--- config.mk ---
export PLATFORM = sky130hd
export DESIGN_NAME = csr_bus_arbiter
export DESIGN_NICKNAME = d
export VERILOG_FILES = /design/src/rtl/csr_arb_pkg.sv /design/src/rtl/csr_arb_pick.sv /design/src/rtl/csr_bus_arbiter.sv
export SDC_FILE = /design/constraint.sdc
export NUM_CORES = 1
export LEC_CHECK = 0
export ABC_AREA = 1
export BUFFER_PORTS_ARGS = -buffer_cell sky130_fd_sc_hd__buf_2
export CAP_MARGIN = 5
export CORE_ASPECT_RATIO = 0.6
export CORE_UTILIZATION = 41
export CTS_CLUSTER_SIZE = 14
export DETAILED_ROUTE_END_ITERATION = 12
export GPL_TIMING_DRIVEN = 0
export PLACE_DENSITY = 0.89
export SLEW_MARGIN = 0
export SYNTH_ARGS = -nofsm -noshare
export SYNTH_HDL_FRONTEND = slang
export SYNTH_SLANG_ARGS = --single-unit
--- constraint.sdc ---
create_clock -name clk -period 2.1 [get_ports clk]
set_input_delay 0.42 -clock clk [delete_from_list [all_inputs] [get_ports clk]]
set_output_delay 0.42 -clock clk [all_outputs]
set_load 0.1 [all_outputs]
--- src/rtl/csr_arb_pkg.sv ---
// csr_arb_pkg -- shared definitions for the CSR bus arbiter.
//   arb_state_t : transaction FSM states (IDLE -> ADDR -> EXEC -> RESP)
//   MOD_*       : encodings carried on mod_i / bus_modify
//   DATA_W      : CSR data width
//   ADDR_W      : CSR address width
package csr_arb_pkg;

  typedef enum logic [1:0] {
    IDLE = 2'd0,
    ADDR = 2'd1,
    EXEC = 2'd2,
    RESP = 2'd3
  } arb_state_t;

  localparam logic [2:0] MOD_NONE  = 3'b000;
  localparam logic [2:0] MOD_WRITE = 3'b001;
  localparam logic [2:0] MOD_SET   = 3'b010;
  localparam logic [2:0] MOD_CLEAR = 3'b011;

  localparam int DATA_W = 32;
  localparam int ADDR_W = 12;

endpackage

--- src/rtl/csr_arb_pick.sv ---
// csr_arb_pick -- grant decision for two requesters.
//   req  [1:0] : pending requests
//   last       : requester granted most recently (0 or 1)
//   pick [1:0] : one-hot winner, 00 when nobody requests
// On a tie the requester that was not granted last wins. Holding last at 1
// therefore gives requester 0 fixed priority.
module csr_arb_pick (
  input  logic [1:0] req,
  input  logic       last,
  output logic [1:0] pick
);

  always_comb begin
    pick = req;
    if (req == 2'b11) begin
      pick = last ? 2'b01 : 2'b10;
    end
  end

endmodule

--- src/rtl/csr_bus_arbiter.sv ---
// csr_bus_arbiter -- shares one CSR bus between two requesters.
//   Each transaction runs IDLE -> ADDR -> EXEC -> RESP -> IDLE:
//     ADDR : gnt_<owner> high, bus_addr = captured address
//     EXEC : bus_read / bus_modify / bus_wdata = captured command
//     RESP : bus_rdata / bus_valid registered into rdata / hit
//     IDLE : done_<owner> pulses; a new grant may be decided in the same cycle
// Ports:
//   clk, rstn (async, active-low)
//   req_i, rd_i, mod_i[2:0], wdata_i[31:0], addr_i[11:0] : requester i command
//   gnt_i, done_i                                        : requester i pulses
//   rdata[31:0], hit                                     : response, valid with done_i
//   bus_read, bus_modify[2:0], bus_wdata[31:0], bus_addr[11:0] : CSR bus drive
//   bus_rdata[31:0], bus_valid                           : CSR bus response
// Parameter IDLE_ADDR: address parked on bus_addr outside ADDR; must map no CSR.
// Build option CSR_ARB_ROUND_ROBIN_EN: alternate grants on simultaneous
// requests; when undefined, requester 0 always wins a tie.
module csr_bus_arbiter
  import csr_arb_pkg::*;
#(
  parameter logic [ADDR_W-1:0] IDLE_ADDR = 12'h000
) (
  input  logic              clk,
  input  logic              rstn,
  input  logic              req_0,
  input  logic              rd_0,
  input  logic [2:0]        mod_0,
  input  logic [DATA_W-1:0] wdata_0,
  input  logic [ADDR_W-1:0] addr_0,
  output logic              gnt_0,
  output logic              done_0,
  input  logic              req_1,
  input  logic              rd_1,
  input  logic [2:0]        mod_1,
  input  logic [DATA_W-1:0] wdata_1,
  input  logic [ADDR_W-1:0] addr_1,
  output logic              gnt_1,
  output logic              done_1,
  output logic [DATA_W-1:0] rdata,
  output logic              hit,
  output logic              bus_read,
  output logic [2:0]        bus_modify,
  output logic [DATA_W-1:0] bus_wdata,
  output logic [ADDR_W-1:0] bus_addr,
  input  logic [DATA_W-1:0] bus_rdata,
  input  logic              bus_valid
);

  arb_state_t        state, state_nxt;
  logic [1:0]        req_vec;
  logic [1:0]        pick;
  logic              last_gnt;
  logic              take;
  logic [1:0]        owner_r;
  logic              done_pend;
  logic              rd_r;
  logic [2:0]        mod_r;
  logic [DATA_W-1:0] wdata_r;
  logic [ADDR_W-1:0] addr_r;

  assign req_vec = {req_1, req_0};
  assign take    = (state == IDLE) && (req_vec != 2'b00);

`ifdef CSR_ARB_ROUND_ROBIN_EN
  logic last_r;

  always_ff @(posedge clk or negedge rstn) begin
    if (!rstn) begin
      last_r <= 1'b1;
    end else if (take) begin
      last_r <= pick[1];
    end
  end

  assign last_gnt = last_r;
`else
  // A permanent "last granted 1" makes the picker favour requester 0.
  assign last_gnt = 1'b1;
`endif

  csr_arb_pick u_pick (
    .req  (req_vec),
    .last (last_gnt),
    .pick (pick)
  );

  // State register
  always_ff @(posedge clk or negedge rstn) begin
    if (!rstn) begin
      state <= IDLE;
    end else begin
      state <= state_nxt;
    end
  end

  // Next-state logic
  always_comb begin
    state_nxt = state;
    case (state)
      IDLE:    state_nxt = take ? ADDR : IDLE;
      ADDR:    state_nxt = EXEC;
      EXEC:    state_nxt = RESP;
      RESP:    state_nxt = IDLE;
      default: state_nxt = IDLE;
    endcase
  end

  // Owner, completion flag and response registers. Clearing done_pend on
  // reset is what denies a done to a transaction cut short by reset.
  always_ff @(posedge clk or negedge rstn) begin
    if (!rstn) begin
      owner_r   <= 2'b00;
      done_pend <= 1'b0;
      rdata     <= '0;
      hit       <= 1'b0;
    end else begin
      if (take) begin
        owner_r <= pick;
      end
      done_pend <= (state == RESP);
      if (state == RESP) begin
        hit   <= bus_valid;
        rdata <= bus_valid ? bus_rdata : '0;
      end
    end
  end

  // Command capture; requester may change its fields once granted.
  always_ff @(posedge clk) begin
    if (take) begin
      rd_r    <= pick[1] ? rd_1    : rd_0;
      mod_r   <= pick[1] ? mod_1   : mod_0;
      wdata_r <= pick[1] ? wdata_1 : wdata_0;
      addr_r  <= pick[1] ? addr_1  : addr_0;
    end
  end

  // Outputs decode from state only, so an async reset clears the bus at once.
  always_comb begin
    gnt_0      = 1'b0;
    gnt_1      = 1'b0;
    done_0     = done_pend & owner_r[0];
    done_1     = done_pend & owner_r[1];
    bus_addr   = IDLE_ADDR;
    bus_read   = 1'b0;
    bus_modify = MOD_NONE;
    bus_wdata  = '0;
    case (state)
      ADDR: begin
        gnt_0    = owner_r[0];
        gnt_1    = owner_r[1];
        bus_addr = addr_r;
      end
      EXEC: begin
        bus_read   = rd_r;
        bus_modify = mod_r;
        bus_wdata  = wdata_r;
      end
      default: ;
    endcase
  end

endmodule

==> impl_metrics.ini, run 1 <==
[routing]
wire_per_inst_um = 13.4
drt-total-wl_um = 11400
ant_nets = 0
via_count = 3864
dr.first_iter.drc_count = 135
drc_errors = 0
vias_per_cell = 4.55
first_pass_iters = 4

[cts]
clock-root-buffer = clkbuf_16
clk_latency_ns = 0.33
cts_sinks = 86
cts_hold_buf = 0
htree_levels = 3
cts_tree = built
cts_buffer_depth = 2
clkTransAtPathRegs_ns = 0.06
cts_buffers = 9

[final_layout]
drive_above_1_share_pct = 37.7
nFillCells = 754
ff_latch_area_sq_um = 2390
area_growth_pct = 52.3
fin_nets = 853
final_core_util_pct = 66.0
multi_input_area_sq_um = 1220
n_antenna_cell = 0

[hold_path]
hp-class = primary input to async pin

[worst_setup_path]
worstReg2RegStart = state[1]
crit_type = flip-flop to output pin
cpMostUsedCell = buf_8
cp_max_fo = 10
end_kind = output pin
worstPathArrival_ns = 1.61
cp_slowest_cell = dfrtp_1
startpoint_type = flip-flop
slowest_delay_ns = 0.40
crit_chain = inv_2 > ha_4 > buf_8 > buf_8 > nand2_1 > inv_1 > buf_6
critPathLaunch = state[0]
required_ns = 1.68

[yosys]
synth.area.top_cells = edfxtp_1, dfrtp_1, nand2_1, inv_1, nand3_1
syn_inst = 484
post-synth-top-area-cell = edfxtp_1
avgSynthCellArea_sq_um = 8.41
synth_seq_cells = 86
synth_nets = 623
yosysUniqueCellTypes = 14
ys_warn_count = 0
ys_seq_area_share_pct = 58.8
synth_top_area_share_pct = 35.4
syn-cell-area_sq_um = 4070

[floorplanning]
initial_core_util_pct = 43.3
io_pins = 218
coreArea_sq_um = 9390
rows = 27
dieArea_sq_um = 10300
dieWidth_um = 131
die_h_um = 79.2

[timing]
tns_ns = 0
period_needed_ns = 2.03
finalHoldViolCount = 0
tightest_slew_ns = 0.825
skew_ns = 0.00340
slew_viol_final = 0
setup_viol = 0
relSlewSlack_pct = 45.0
fin_crit_sh_pct = 96.8
fmax_mhz = 492

[global_routing]
grt_use_total_pct = 22.0
grt_pass1_wl_um = 17100
grt_pass1_vias = 3621
grt_overflow_total = 0
grt_max_degree = 39
antenna_found_initial = 0

[placed_design]
io_buffers = 216
gp_congestion = 0.828
hpwl_um = 8230

[outcome]
status = finished clean

[job]
maxCapViolCount = 0
-- routing by layer --
layer  up-vias  GRT usage [%]  wire [um]
met1      1781           27.5       4990
met4         0           5.98        162
li1       1920              -          -
met3        14           6.67        820
met2       149           36.9       5390
met5         -              0          0
-- kinds of logic (layout without fill, tap and decap cells) --
family | Yosys count | count (layout) | share of synthesized area (%)
adders and majority gates | 6 | 6 | 1.84
DFF | 86 | 86 | 58.8
buffers and inverters | 118 | 353 | 11.8
and+or+nand+nor | 240 | 240 | 23.4
AOI/OAI and AO/OA | 34 | 34 | 4.18
-- through the flow --
step                      std cells  hold slack [ns]  cell area (sq um)  setup WS (ns)
after floorplan                 484            0.124               4070         0.0325
after global placement          830            0.499               5320         -0.474
after CTS                       847            0.206               6030        -0.0467
after global routing            849            0.252               6200        -0.0257
after detailed placement        830            0.505               5320         -0.488
final                           849            0.183               6200         0.0666
-- synthesized netlist by cell type --
library cell  number
nand2_1          205
inv_1             91
edfxtp_1          48
dfrtp_1           38
nand3_1           34
o21ai_0           34
buf_2             15
clkbuf_1           6
ha_1               6
buf_4              3
buf_1              1
buf_6              1
inv_2              1
nor2_4             1
-- worst max-delay path: cells and delay by family, from the launching register on --
kind	cells	cell delay, ns
AND/OR/NAND/NOR	1	0.05
flip-flops	1	0.40
buffers and inverters	5	0.66
adder cells (fa/ha/maj)	1	0.16
-- area by class of cell --
class / count / area share, %
plain buffers: 25 / 2.77
clock buffers: 12 / 4.50
clock inverters: 4 / 0.424
inverters: 92 / 5.63
multi-input cells: 280 / 19.8
flip-flops and latches: 86 / 38.6
well taps: 130 / 2.62
repair buffers: 219 / 25.6
repair inverters: 1 / 0.121
-- repair_timing --
action	4_1_cts	5_1_grt
endpoints found under the setup margin	98	40
gates resized for setup	127	45
cloned	1	1
buffers inserted	0	2
-- worst paths after layout --
path | to | slack, ns | cells after the start
worst min register to register | owner_r[1] | 0.52 | 2
worst max register to register | wdata_r[21] | 0.22 | 4
worst min-delay path | rdata[7] | 0.18 | 1
max in group asynchronous | state[1] | 1.34 | 1
min in group clk | rdata[30] | 0.33 | 3
worst max-delay path | bus_wdata[26] | 0.07 | 7
-- cells in the final DEF, fill, tap and decap left out --
master      Yosys  layout
o21ai_2         0       1
buf_6           1      11
ha_4            0       2
dfrtp_1        38      37
o21ai_0        34      33
nand2_1       205     205
buf_8           0      15
buf_12          0      19
nor2_4          1       1
clkbuf_16       0      11
clkinvlp_4      0       2
edfxtp_1       48      48
inv_1          91      79
clkbuf_1        6       6
nand3_1        34      34
clkinv_2        0       1
buf_4           3      15
clkinv_4        0       2
inv_2           1      12
buf_1           1       1
ha_1            6       4
clkinv_1        0       1
buf_2          15     178
dfrtp_2         0       1
-- state kept, by name (all words and copies together) (netlist names) --
name,count
mod_r,3
done_pend,1
owner_r,2
rd_r,1
addr_r,12
state,2
wdata_r,32
hit,1
rdata,32
Power of run 1 is left out: the tool's default activity adds up to more than one toggle a clock period on the data nets, which glitch-free logic cannot reach.
==> inputs of run 2 (changes only) <==
--- a/config.mk
+++ b/config.mk
@@ -6,7 +6,7 @@
 export NUM_CORES = 1
 export LEC_CHECK = 0
 export ABC_AREA = 1
-export BUFFER_PORTS_ARGS = -buffer_cell sky130_fd_sc_hd__buf_2
+export BUFFER_PORTS_ARGS = -buffer_cell sky130_fd_sc_hd__buf_4
 export CAP_MARGIN = 5
 export CORE_ASPECT_RATIO = 0.6
 export CORE_UTILIZATION = 41
==> impl_metrics.ini, run 2 (synthesized netlist as in run 1, its figures left out) <==
[final_layout]
design_area_sq_um = 6730
ff_latch_area_sq_um = 2390
layout_common_cells = nand2_1, buf_4, inv_1
fin_cells = 848
nFillCells = 637
final_common_cell = nand2_1
n_antenna_cell = 0
multi_input_area_sq_um = 1220
fin_nets = 852
drive_above_1_share_pct = 40.4
largestRegisters = rdata x32, wdata_r x32, addr_r x12
area_growth_pct = 65.4

[worst_setup_path]
end_kind = output pin
cp_max_fo = 10
crit_buf_inv = 5
timing.reg2reg.worst_path_depth = 5
worstPathArrival_ns = 1.66
crit_type = flip-flop to output pin
cp_slowest_cell = dfrtp_1
slowest_delay_ns = 0.44
cpLargestDelayFamily = buffers and inverters
required_ns = 1.68
cpMostUsedCell = inv_2
startpoint_type = flip-flop
crit_chain = inv_2 > ha_1 > buf_6 > buf_8 > nand2_1 > inv_2 > buf_12
path_depth = 7

[routing]
drc_errors = 0
via_count = 4028
vias_per_cell = 4.75
wl_met2_um = 6510
drt-total-wl_um = 12500
ant_nets = 0
first_pass_iters = 5
wire_per_inst_um = 14.8
dr.first_iter.drc_count = 195
met1_length_um = 4950
dr_wl_met3_um = 868
dr.max_layer_used = met4

[timing]
setup_viol = 0
rsz0062_at_grt = yes
slew_viol_final = 0
fmax_mhz = 481
period_needed_ns = 2.08
tightest_slew_ns = 0.584
whs_ns = 0.0542
fin_crit_sh_pct = 98.9
finalHoldViolCount = 0
relSlewSlack_pct = 61.0
skew_ns = 0.00535

[cts]
clock-root-buffer = clkbuf_16
cts_sinks = 86
cts_hold_buf = 0
cts_buffer_depth = 2
clkTransAtPathRegs_ns = 0.06
cts_tree = built
cts_buffers = 9
clk_latency_ns = 0.33
htree_levels = 3

[global_routing]
grt_use_total_pct = 24.0
grt_max_degree = 39
grt_overflow_total = 0
grt_pass1_vias = 3920
antenna_found_initial = 0
grt_pass1_wl_um = 18500

[floorplanning]
rows = 27
coreArea_sq_um = 9390
die_h_um = 79.2
initial_core_util_pct = 43.3
dieArea_sq_um = 10300
io_pins = 218
dieWidth_um = 131

[placed_design]
gp_congestion = 0.865
hpwl_um = 8920
io_buffers = 216
dp_cells = 830
place_area_sq_um = 5860

[hold_path]
hp-class = primary input to async pin

[job]
maxCapViolCount = 0

[outcome]
status = finished clean
-- run 2: stage by stage --
stage / setup slack (ns) / setup TNS, ns / util (%)
floorplan: 0.0325 / 0 / -
finish: 0.0226 / 0 / 71.7
detailed placement: -0.475 / -22.72 / 62.4
CTS: -0.0777 / -0.413 / 69.0
global placement: -0.406 / -19.36 / 62.4
global route: -0.0285 / -0.511 / 71.7
-- run 2: final cells by class --
type	count	share of cell area [%]
buffer	25	2.49
clock buffer	13	4.35
clock inverter	3	0.335
inverter	92	5.19
multi-input combinational	280	18.1
sequential	86	35.5
tap	130	2.42
timing repair buffer	218	31.4
timing repair inverter	1	0.112
-- run 2: path summary, 6_finish.rpt --
check | to | slack [ns] | start
worst min register to register | hit | 0.53 | hit
min in group clk | rdata[30] | 0.33 | bus_rdata[30]
max in group asynchronous | state[0] | 1.70 | rstn
worst max register to register | wdata_r[16] | 0.09 | state[0]
worst min-delay path | rdata[2] | 0.05 | rstn
worst max-delay path | bus_wdata[13] | 0.02 | state[0]
-- run 2: metal layers --
metal | up-vias | global-route usage [%]
met3 | 16 | 6.67
met1 | 1894 | 27.4
met4 | 0 | 8.16
li1 | 1928 | -
met5 | - | 0
met2 | 190 | 43.1
-- run 2: what timing repair did --
action / in CTS / in global routing
buffers inserted: 0 / 2
hold endpoints to repair: 0 / 0
gates cloned: 1 / 0
endpoints found under the setup margin: 91 / 40
resized for setup: 83 / 84
Power of run 2 is left out for the same reason.
